**src/rtl/lcd_hd44780_responder.sv**
```systemverilog
// HD44780 character-LCD bus responder: decodes controller writes into a
// 2-line DDRAM model, an address counter and display-control flags, and
// emulates the busy timing of the real part.
// Optional feature: define LCD_RSP_READ_EN to answer bus reads (status/data).
module lcd_hd44780_responder #(
  parameter int unsigned CMD_BUSY_CYC   = 2000,
  parameter int unsigned CLEAR_BUSY_CYC = 82000
) (
  input  logic       clk,
  input  logic       reset,
  input  logic       lcd_rs,
  input  logic       lcd_rw,
  input  logic       lcd_en,
  input  logic [7:0] lcd_data_in,
  output logic [7:0] lcd_data_out,
  output logic       lcd_data_oe,
  input  logic [6:0] rd_addr,
  output logic [7:0] rd_data,
  output logic [6:0] cursor_addr,
  output logic       disp_on,
  output logic       cursor_on,
  output logic       blink_on,
  output logic       busy,
  output logic       overrun
);

  localparam int unsigned CntW = $clog2(CLEAR_BUSY_CYC + 1);

  typedef enum logic [1:0] {StIdle, StExec, StClearSweep, StBusyWait} state_e;

  // Next address in the two valid windows 0x00-0x27 / 0x40-0x67.
  function automatic logic [6:0] ac_step(input logic [6:0] a, input logic inc);
    if (inc) begin
      if (a == 7'h27)      ac_step = 7'h40;
      else if (a == 7'h67) ac_step = 7'h00;
      else                 ac_step = a + 7'd1;
    end else begin
      if (a == 7'h00)      ac_step = 7'h67;
      else if (a == 7'h40) ac_step = 7'h27;
      else                 ac_step = a - 7'd1;
    end
  endfunction

  function automatic logic addr_valid(input logic [6:0] a);
    addr_valid = (a[5:0] <= 6'h27);
  endfunction

  // Out-of-window set-DDRAM addresses snap to the start of the next line.
  function automatic logic [6:0] ddram_map(input logic [6:0] a);
    if (a >= 7'h28 && a <= 7'h3f)      ddram_map = 7'h40;
    else if (a >= 7'h68)               ddram_map = 7'h00;
    else                               ddram_map = a;
  endfunction

  state_e         state_q, state_d;
  logic [CntW-1:0] cnt_q, cnt_d;
  logic [6:0]     sweep_q, sweep_d;
  logic [6:0]     ac_q, ac_d;
  logic           id_q, id_d;
  logic           ddram_sel_q, ddram_sel_d;
  logic           disp_q, disp_d, cursor_q, cursor_d, blink_q, blink_d;
  logic           overrun_q, overrun_d;
  logic           cmd_rs_q, cmd_rs_d;
  logic [7:0]     cmd_data_q, cmd_data_d;
  logic           en_s1_q, en_s2_q, en_s3_q;
  logic           en_fall, wr_xfer;
  logic           mem_we;
  logic [6:0]     mem_waddr;
  logic [7:0]     mem_wdata;
  logic [7:0]     mem_q [128];
  logic [7:0]     rd_data_q;

  assign en_fall = en_s3_q & ~en_s2_q;
  assign wr_xfer = en_fall & ~lcd_rw;

  // Enable synchroniser plus edge-detect flop.
  always_ff @(posedge clk or negedge reset) begin
    if (!reset) begin
      en_s1_q <= 1'b0;
      en_s2_q <= 1'b0;
      en_s3_q <= 1'b0;
    end else begin
      en_s1_q <= lcd_en;
      en_s2_q <= en_s1_q;
      en_s3_q <= en_s2_q;
    end
  end

  // Controller state registers.
  always_ff @(posedge clk or negedge reset) begin
    if (!reset) begin
      state_q     <= StIdle;
      cnt_q       <= '0;
      sweep_q     <= '0;
      ac_q        <= '0;
      id_q        <= 1'b1;
      ddram_sel_q <= 1'b1;
      disp_q      <= 1'b0;
      cursor_q    <= 1'b0;
      blink_q     <= 1'b0;
      overrun_q   <= 1'b0;
      cmd_rs_q    <= 1'b0;
      cmd_data_q  <= '0;
    end else begin
      state_q     <= state_d;
      cnt_q       <= cnt_d;
      sweep_q     <= sweep_d;
      ac_q        <= ac_d;
      id_q        <= id_d;
      ddram_sel_q <= ddram_sel_d;
      disp_q      <= disp_d;
      cursor_q    <= cursor_d;
      blink_q     <= blink_d;
      overrun_q   <= overrun_d;
      cmd_rs_q    <= cmd_rs_d;
      cmd_data_q  <= cmd_data_d;
    end
  end

  // Transfer decode, clear sweep and busy timing.
  always_comb begin
    state_d     = state_q;
    cnt_d       = cnt_q;
    sweep_d     = sweep_q;
    ac_d        = ac_q;
    id_d        = id_q;
    ddram_sel_d = ddram_sel_q;
    disp_d      = disp_q;
    cursor_d    = cursor_q;
    blink_d     = blink_q;
    cmd_rs_d    = cmd_rs_q;
    cmd_data_d  = cmd_data_q;
    overrun_d   = wr_xfer && (state_q != StIdle);
    mem_we      = 1'b0;
    mem_waddr   = ac_q;
    mem_wdata   = cmd_data_q;

`ifdef LCD_RSP_READ_EN
    // Data reads step AC on their falling edge, even while busy.
    if (en_fall && lcd_rw && lcd_rs && state_q != StExec) ac_d = ac_step(ac_q, id_q);
`endif

    case (state_q)
      StIdle: begin
        if (wr_xfer) begin
          cmd_rs_d   = lcd_rs;
          cmd_data_d = lcd_data_in;
          state_d    = StExec;
        end
      end
      StExec: begin
        state_d = StBusyWait;
        cnt_d   = CntW'(CMD_BUSY_CYC - 2);
        if (cmd_rs_q) begin
          // CGRAM data is discarded; only DDRAM writes land.
          if (ddram_sel_q) begin
            mem_we = 1'b1;
            ac_d   = ac_step(ac_q, id_q);
          end
        end else if (cmd_data_q[7]) begin
          ddram_sel_d = 1'b1;
          ac_d        = ddram_map(cmd_data_q[6:0]);
        end else if (cmd_data_q[6]) begin
          ddram_sel_d = 1'b0;
        end else if (cmd_data_q[5]) begin
          // Function set: no modelled state.
        end else if (cmd_data_q[4]) begin
          if (!cmd_data_q[3]) ac_d = ac_step(ac_q, cmd_data_q[2]);
        end else if (cmd_data_q[3]) begin
          disp_d   = cmd_data_q[2];
          cursor_d = cmd_data_q[1];
          blink_d  = cmd_data_q[0];
        end else if (cmd_data_q[2]) begin
          id_d = cmd_data_q[1];
        end else if (cmd_data_q[1]) begin
          ac_d  = '0;
          cnt_d = CntW'(CLEAR_BUSY_CYC - 2);
        end else if (cmd_data_q[0]) begin
          state_d = StClearSweep;
          sweep_d = '0;
          cnt_d   = CntW'(CLEAR_BUSY_CYC - 2);
        end
      end
      StClearSweep: begin
        mem_we    = 1'b1;
        mem_waddr = sweep_q;
        mem_wdata = 8'h20;
        if (cnt_q != '0) cnt_d = cnt_q - 1'b1;
        if (sweep_q == 7'h67) begin
          ac_d        = '0;
          id_d        = 1'b1;
          ddram_sel_d = 1'b1;
          state_d     = StBusyWait;
        end else begin
          sweep_d = ac_step(sweep_q, 1'b1);
        end
      end
      StBusyWait: begin
        if (cnt_q == '0) state_d = StIdle;
        else             cnt_d   = cnt_q - 1'b1;
      end
      default: state_d = StIdle;
    endcase
  end

  // DDRAM array and scan port; contents deliberately survive reset.
  always_ff @(posedge clk) begin
    if (mem_we) mem_q[mem_waddr] <= mem_wdata;
    rd_data_q <= addr_valid(rd_addr) ? mem_q[rd_addr] : 8'h20;
  end

  assign rd_data     = rd_data_q;
  assign cursor_addr = ac_q;
  assign disp_on     = disp_q;
  assign cursor_on   = cursor_q;
  assign blink_on    = blink_q;
  assign busy        = (state_q != StIdle);
  assign overrun     = overrun_q;

`ifdef LCD_RSP_READ_EN
  // Bus read drive while the synchronised strobe is high.
  always_comb begin
    lcd_data_oe  = en_s2_q & lcd_rw;
    lcd_data_out = 8'h00;
    if (lcd_data_oe) lcd_data_out = lcd_rs ? mem_q[ac_q] : {busy, ac_q};
  end
`else
  assign lcd_data_oe  = 1'b0;
  assign lcd_data_out = 8'h00;
`endif

endmodule
```
**config.mk**
```make
export PLATFORM = sky130hd
export DESIGN_NAME = lcd_hd44780_responder
export DESIGN_NICKNAME = d
export VERILOG_FILES = /design/src/rtl/lcd_hd44780_responder.sv
export SDC_FILE = /design/constraint.sdc
export NUM_CORES = 1
export LEC_CHECK = 0
export CAP_MARGIN = 20
export CORE_ASPECT_RATIO = 1.5
export CORE_MARGIN = 5
export CORE_UTILIZATION = 50
export DETAILED_ROUTE_END_ITERATION = 12
export GPL_ROUTABILITY_DRIVEN = 0
export PLACE_DENSITY_LB_ADDON = 0.1
export SLEW_MARGIN = 0
export SYNTH_ARGS = -nofsm -noshare
export SYNTH_HDL_FRONTEND = slang
export SYNTH_SLANG_ARGS = --single-unit
```
**constraint.sdc**
```tcl
create_clock -name clk -period 4 [get_ports clk]
set_clock_uncertainty 0.1 [all_clocks]
set_input_delay 0.8 -clock clk [delete_from_list [all_inputs] [get_ports clk]]
set_output_delay 0.8 -clock clk [all_outputs]
set_load 0.005 [all_outputs]
```
==> results of run 1 <==
## kinds of logic (layout without fill, tap and decap cells)
family	Yosys count	count (layout)	share of synthesized area (%)
and+or+nand+nor	357	357	5.36
DFF	755	755	72.1
buffers and inverters	131	311	2.22
AOI/OAI and AO/OA	208	208	4.46
adders and majority gates	9	9	0.364
muxes	260	260	15.3
xor gates and xnor gates	5	5	0.141
other	1	9	0.0121
## cells in the final DEF (no fill, tap or decap), types with 5 or more instances in the layout
cell type,Yosys,final
bufinv_16,0,5
a31oi_1,13,13
conb_1,1,9
or3_1,6,6
buf_12,0,9
a22oi_1,9,9
dfxtp_1,8,8
nand2b_1,7,7
clkinv_2,0,10
mux2_2,13,13
mux4_2,169,169
o31ai_1,7,7
mux2i_1,77,77
clkinv_1,0,10
nor2b_1,18,12
a221oi_1,6,6
nor3_1,22,22
nand2_1,99,98
o221ai_1,7,7
a21oi_1,40,40
clkbuf_16,0,74
edfxtp_1,696,696
o22ai_1,7,7
clkbuf_1,41,16
buf_4,29,116
a32o_1,7,7
clkdlybuf4s50_1,0,34
o21ai_0,54,54
nand3_1,38,38
nand4_1,14,14
dfrtp_1,49,49
nor2_1,125,124
inv_1,21,21
o32ai_1,5,5
nor4_1,6,6
nor2b_4,0,6
o211ai_1,7,7
ha_1,9,8
## flip-flops by register name, summed over array words and instances, names as in the netlist
name and cells:
mem_q 696, cnt_q 17, cmd_data_q 8, rd_data 8
cursor_addr 7, sweep_q 7, state_q 2, blink_on 1
cmd_rs_q 1, cursor_on 1, ddram_sel_q 1, disp_on 1
en_s1_q 1, en_s2_q 1, en_s3_q 1, id_q 1
overrun 1
## metrics by stage
step / worst slack, ns / power (mW)
global route: 0.618 / 16.0
detailed placement: 0.546 / 9.07
finish: 0.849 / 15.5
global placement: 0.496 / 9.07
CTS: 0.829 / 15.6
floorplan: -0.0918 / 8.92
## per-layer routing
layer	part of all wire, %	global-route usage (%)	vias to the layer above
met1	38	29.1	8515
met5	0	0	-
li1	-	-	7197
met2	53	39.9	511
met4	3.6	8.37	0
met3	5.2	3.75	127
## how the worst max path moves through the flow
stage / endpoint / startpoint / slack (ns)
floorplan: mem_q[0][2] / state_q[0] / -0.09
global placement: rd_data[5] / rd_addr[1] / 0.50
detailed placement: rd_data[0] / rd_addr[4] / 0.55
CTS: mem_q[31][5] / state_q[0] / 0.83
global route: mem_q[88][5] / state_q[0] / 0.62
finish: mem_q[88][6] / state_q[0] / 0.85
## where the power goes
part / switching, mW / leakage (nW) / internal, mW
combinational: 0.230 / 3.32 / 0.160
sequential: 0.00684 / 6.36 / 8.50
clock: 2.85 / 1.11 / 3.77
## area by class of cell
cell class                      count  area, µm²  area share (%)
Tap cell                          791        990            2.82
Multi-Input combinational cell    848       8030            22.8
Clock buffer                       93       1950            5.56
Timing Repair Buffer              163       1430            4.07
Inverter                           23       86.3           0.246
Sequential cell                   755      22300            63.6
Clock inverter                     32        305           0.869
==> impl_metrics.toml, run 1 <==
[run_status]
status = "finished, final reports clean"

[worst_setup_path]
path_depth = 7
r2r-start = "state_q[0]"
path_delay_family = "simple AND/OR/NAND/NOR gates"
critPathBufInv = 3
critical_path.startpoint_type = "flip-flop"
r2r_end = "mem_q[88][6]"
cp_data_arrival_time_ns = 3.38
path_class = "reg2reg"
timing.reg2reg.setup_slack_ns = 0.85
endpoint_kind = "flip-flop"
reg2reg_depth = 7
required_ns = 4.23
critPathMaxStageDelay_ns = 0.59
cp_slowest_cell = "nor2_1"
crit_top_cell = "inv_1"
cp_cell_sequence = "inv_1 -> ha_2 -> inv_1 -> a21boi_1 -> nand3_1 -> nor2_1 -> buf_4"
crit_fanout = 11

[power]
power_leakage_nw = 10.8
ir_drop_mv = 0.294
power.density_nw_per_um2 = 442

[yosys]
synth_top_area_share_pct = 67.5
postSynth.topFlopCell = "edfxtp_1"
ys_types = 74
yosysSeqAreaShare_pct = 72.1
yosysTopAreaCell = "edfxtp_1"
postSynth.asyncResetShare_pct = 6.75
netlist_instances = 1726
synth.cells.most_frequent = "edfxtp_1, mux4_2, nor2_1, nand2_1, mux2i_1"
ys_seq_elements = 755
synthTopCellsByArea = "edfxtp_1, mux4_2, dfrtp_1, mux2i_1, nor2_1"
synth.most_common_cell = "edfxtp_1"
synth_area_um2 = 31000
synth-edff-count = 696
ys_warn_count = 0
syn_area_per_cell_um2 = 17.9

[detailed_routing]
vias = 16400
dr.first_iter.drc_count = 1366
wl_per_cell_um = 28.0
via_per_inst = 6.04
antenna_left = 0
drc = 0
totalWireLength_mm = 75.6
drt_first_pass_iters = 5

[clock_network]
post_cts_resized = 0
clock_latency_ns = 0.61
cts_setup_buffers = 0
hold_buffers = 0
cts_tree = "built"
cts.reportedPaths.clkPinSlew_ns = 0.06
numCtsBuffers = 69
cts_root_buf = "clkbuf_16"
clock-sinks = 755
clock_path_buffers = 3
h-tree-depth = 3

[job]
cap_viol_max_count = 0

[final_layout]
n_fill_cell = 4618
synthToLayoutAreaGrowth_pct = 13.4
utilization_pct = 57.4
diodes = 0
nNetsFinal = 1889
fin_cells = 2705
fin_area_um2 = 35100
layout-drive-gt1-share_pct = 22.8

[place]
io_buffers = 39
hpwl_mm = 50.5
placed_cells = 2580
placed_area_um2 = 32900

[hold_path]
hold_path.class = "in2async"

[timing]
finalMaxSlewViolations = 0
setup_viol = 0
hold_viol_final = 0
worst_pin_slew_ns = 1.07
max_freq_ghz = 0.317
rsz0062_at_grt = "false"
min_period_over_period_pct = 78.8
min_period_ns = 3.15
whs_ns = 0.178
relSlewSlack_pct = 28.9
tns_ns = 0

[die]
dieArea_um2 = 67100
fp.coreArea_um2 = 61200
top_level_ports = 49
row_count = 111
dieHeight_um = 315
die-width_um = 213
initial_core_util_pct = 50.6

[global_route]
grt_max_degree = 89
grt_pass1_vias = 17100
grt_first_pass_wirelength_mm = 113
antenna_found_initial = 0
grt_overflow_total = 0
grtUsageTotal_pct = 22.9
Note: power is estimated with default switching activity, not from simulation.
==> run 2: changes to the inputs <==
- clock period: 4 -> 3.2 ns (I/O delays scaled with it)
==> impl_metrics.toml, run 2 (same netlist as run 1, synthesis figures left out) <==
[detailed_routing]
drt_first_pass_iters = 6
via_per_inst = 6.03
antenna_left = 0
vias = 16700
dr.first_iter.drc_count = 1314
totalWireLength_mm = 77.1
drc = 0
wl_per_cell_um = 27.8

[timing]
setup_viol = 0
max_freq_ghz = 0.323
min_period_over_period_pct = 96.7
worst_pin_slew_ns = 1.07
finalMaxSlewViolations = 0
rsz0062_at_grt = "false"
min_period_ns = 3.09
relSlewSlack_pct = 28.3
hold_viol_final = 0
tns_ns = 0

[clock_network]
cts.reportedPaths.clkPinSlew_ns = 0.06
cts_tree = "built"
clock-sinks = 755
cts_root_buf = "clkbuf_16"
clock_path_buffers = 3
h-tree-depth = 3
cts_setup_buffers = 0
numCtsBuffers = 71
clock_latency_ns = 0.62

[worst_setup_path]
critical_path.startpoint_type = "flip-flop"
crit_top_cell = "inv_1"
cp_data_arrival_time_ns = 3.32
path_class = "reg2reg"
cp_cell_sequence = "inv_1 -> ha_2 -> inv_1 -> o31ai_2 -> nand2_1 -> nor2_1 -> buf_4"
critPathMaxStageDelay_ns = 0.66
cp_slowest_cell = "o31ai_2"
required_ns = 3.42
endpoint_kind = "flip-flop"
crit_fanout = 12

[die]
dieHeight_um = 315
initial_core_util_pct = 50.6
dieArea_um2 = 67100
die-width_um = 213
top_level_ports = 49
fp.coreArea_um2 = 61200
row_count = 111

[place]
io_buffers = 39
placed_area_um2 = 33500
hpwl_mm = 51.7

[final_layout]
n_fill_cell = 4576
layout_common_cells = "edfxtp_1, buf_4, mux4_2"
diodes = 0
top_register = "mem_q"
layout-drive-gt1-share_pct = 25.5
nNetsFinal = 1957
largest_reg_flops = 696
final_common_cell = "edfxtp_1"
multi_input_area_um2 = 8060
utilization_pct = 58.4
reg_top3 = "mem_q (696), cnt_q (17)"
regArea_um2 = 22300
synthToLayoutAreaGrowth_pct = 15.4
fin_area_um2 = 35700

[power]
power.density_nw_per_um2 = 540
power_leakage_nw = 11.2
ir_drop_mv = 0.700

[global_route]
grt_max_degree = 89
grtUsageTotal_pct = 23.4
grt_overflow_total = 0
grt_first_pass_wirelength_mm = 114
grt_pass1_vias = 17400
antenna_found_initial = 1

[run_status]
status = "finished, final reports clean"

[hold_path]
hold_path.class = "reg2reg"

[job]
cap_viol_max_count = 0
==> run 2: cell count changes in the layout (fill, tap and decap cells not counted), sizes merged <==
cell	delta
inv	+1
clkinv	-1
clkbuf	+2
dlygate4sd3	+1
buf	+65
bufinv	-2
==> run 2: stage by stage <==
step | cells | hold slack (ns) | total power [mW] | setup WS (ns)
2_1_floorplan | 1734 | 0.231 | 11.2 | -0.892
3_3_place_gp | 2645 | 0.241 | 11.4 | -0.145
3_5_place_dp | 2645 | 0.238 | 11.4 | -0.142
4_1_cts | 2771 | 0.258 | 19.5 | 0.146
5_1_grt | 2771 | 0.279 | 19.9 | 0.00222
6_report | 2771 | 0.257 | 19.3 | 0.106
==> run 2: area by class of cell <==
class                   instances  share of cell area [%]
flip-flops and latches        755                    62.5
well taps                     791                    2.77
clock inverters                30                   0.732
clock buffers                  95                    5.43
repair buffers                229                    5.78
inverters                      23                   0.242
multi-input cells             848                    22.5
==> run 2: path summary, 6_finish.rpt <==
check / from / end / cells past startpoint / slack [ns]
setup reg to reg: state_q[0] / mem_q[31][7] / 7 / 0.11
hold / removal: en_s1_q / en_s2_q / 0 / 0.26
min in group asynchronous: reset / cnt_q[0] / 2 / 0.36
setup / recovery: state_q[0] / mem_q[31][7] / 7 / 0.11
max in group asynchronous: reset / ddram_sel_q / 3 / 1.97
hold reg to reg: en_s1_q / en_s2_q / 0 / 0.26
==> run 2: layer usage <==
| layer | part of all wire, % | vias to the layer above | global-route usage [%] | wire, µm |
|---|---|---|---|---|
| met5 | 0.014 | - | 0 | 11 |
| met4 | 3.3 | 2 | 8.30 | 2530 |
| met3 | 5.6 | 129 | 4.05 | 4310 |
| met2 | 54 | 523 | 41.9 | 41600 |
| met1 | 37 | 8707 | 28.4 | 28600 |
| li1 | - | 7347 | - | - |
==> run 2: what timing repair did <==
action | in CTS | in global routing
endpoints found under the setup margin | 255 | 10
hold endpoints to repair | 11 | 0
gates resized for setup | 3 | 2
hold buffers | 1 | 0
==> run 2: power by group <==
group | leakage, nW | switching [mW] | internal [mW]
sequential | 6.36 | 0.0115 | 10.6
clock | 1.07 | 3.60 | 4.53
combinational | 3.71 | 0.295 | 0.218
==> run 2: worst max-delay path, delay by kind of cell (launching register included) <==
family	cells	cell delay (ns)
and+or+nand+nor	2	0.74
AOI/OAI and AO/OA	1	0.66
buffers and inverters	3	0.60
DFF	1	0.40
adders and majority gates	1	0.32
==> run 3: changes to the inputs <==
- CTS_BUF_LIST: not set -> sky130_fd_sc_hd__clkbuf_4 sky130_fd_sc_hd__clkbuf_8
- CTS_CLUSTER_SIZE: not set -> 12
==> impl_metrics.toml, run 3 (same netlist as run 1, synthesis figures left out) <==
[detailed_routing]
antenna_left = 0
wl_per_cell_um = 27.2
drc = 0
via_per_inst = 5.93
vias = 16900
totalWireLength_mm = 77.5
dr.first_iter.drc_count = 1264
drt_first_pass_iters = 5

[die]
fp.coreArea_um2 = 61200
dieHeight_um = 315
row_count = 111
die-width_um = 213
dieArea_um2 = 67100
top_level_ports = 49
initial_core_util_pct = 50.6

[global_route]
grt_overflow_total = 0
grt.met2_usage_pct = 42.8
use_met1_pct = 28.5
busiest_layer = "met2"
grtUsageMet3_pct = 4.47
antenna_found_initial = 1
grt_first_pass_wirelength_mm = 116
grtUsageTotal_pct = 23.5
grt_max_degree = 89
grt_pass1_vias = 17800

[timing]
finalMaxSlewViolations = 0
min_period_ns = 3.04
hold_viol_final = 0
tns_ns = 0
max_freq_ghz = 0.329
relSlewSlack_pct = 30.5
worst_pin_slew_ns = 1.03
setup_viol = 0
min_period_over_period_pct = 94.9

[power]
power_leakage_nw = 11.2
ir_drop_mv = 0.387
finalPower_mw = 19.1
power.density_nw_per_um2 = 533

[final_layout]
layout_common_cells = "edfxtp_1, buf_4, mux4_2"
final_common_cell = "edfxtp_1"
nNetsFinal = 1995
fin_area_um2 = 35800
reg_top3 = "mem_q (696), cnt_q (17)"
largest_reg_flops = 696
synthToLayoutAreaGrowth_pct = 15.6
top_register = "mem_q"
layout-drive-gt1-share_pct = 28.2

[job]
cap_viol_max_count = 0

[worst_setup_path]
critical_path.startpoint_type = "flip-flop"
cp_data_arrival_time_ns = 3.35
required_ns = 3.51
path_class = "reg2reg"
path_delay_family = "buffers and inverters"
crit_fanout = 12
critPathBufInv = 4
cp_slowest_cell = "a21boi_1"
endpoint_kind = "flip-flop"
cp_cell_sequence = "inv_1 -> ha_2 -> inv_1 -> a21boi_1 -> nand3_1 -> buf_4 -> nor2_1 -> buf_4"
critPathMaxStageDelay_ns = 0.53

[clock_network]
numCtsBuffers = 109
h-tree-depth = 3
clock-sinks = 755
cts_root_buf = "clkbuf_8"
cts_tree = "built"
clock_path_buffers = 3
cts.reportedPaths.clkPinSlew_ns = 0.06
clock_latency_ns = 0.72

[place]
placed_area_um2 = 33500
io_buffers = 39
hpwl_mm = 51.7

[run_status]
status = "finished, final reports clean"

[hold_path]
hold_path.class = "reg2reg"
## run 3: routing by layer
metal  vias to the layer above  routed length [µm]
met5                         -                   0
met4                         0                1930
met3                       111                4340
met2                       574               42400
met1                      8758               28800
li1                       7435                   -
## run 3: what timing repair did
item,in CTS,in global routing
hold buffers,1,0
hold endpoints to repair,11,0
resized for setup,3,1
endpoints found under the setup margin,348,11
setup buffers,0,0
## run 3: cell type report
type	instances	area (µm²)
multi-input cells	848	8050
clock inverters	51	442
fillers	4634	25500
inverters	23	86.3
well taps	791	990
repair buffers	229	2070
flip-flops and latches	755	22300
clock buffers	147	1800
diodes	1	2.50
## run 3: per-stage QoR
| stage | hold WS (ns) | setup WS, ns | cells | util, % |
|---|---|---|---|---|
| after floorplan | 0.231 | -0.892 | 1734 | - |
| after CTS | 0.194 | 0.143 | 2844 | 58.4 |
| after global placement | 0.241 | -0.145 | 2645 | 54.7 |
| after global routing | 0.231 | -0.00689 | 2845 | 58.4 |
| after detailed placement | 0.238 | -0.142 | 2645 | 54.7 |
| final | 0.253 | 0.164 | 2845 | 58.4 |
## run 3: worst paths after layout
| path | startpoint | to | slack, ns | depth (start not counted) |
|---|---|---|---|---|
| worst min-delay path | en_s1_q | en_s2_q | 0.25 | 0 |
| max in group asynchronous | reset | ddram_sel_q | 2.09 | 3 |
| min in group asynchronous | reset | cnt_q[8] | 0.26 | 2 |
| worst min register to register | en_s1_q | en_s2_q | 0.25 | 0 |
| worst max-delay path | state_q[0] | mem_q[94][1] | 0.16 | 8 |
| worst max register to register | state_q[0] | mem_q[94][1] | 0.16 | 8 |
## run 3: worst register-to-register path, stage by stage (launching register included)
cell and delay [ns]:
dfrtp_1 0.40, inv_1 0.14, ha_2 0.32, inv_1 0.25, a21boi_1 0.53, nand3_1 0.14
buf_4 0.27, nor2_1 0.36, buf_4 0.23
## run 3: report_power, final
group / internal [mW] / switching [mW] / total [mW] / leakage (nW)
registers: 10.6 / 0.0111 / 10.6 / 6.36
logic: 0.218 / 0.295 / 0.513 / 3.71
clock network: 4.30 / 3.60 / 7.91 / 1.17
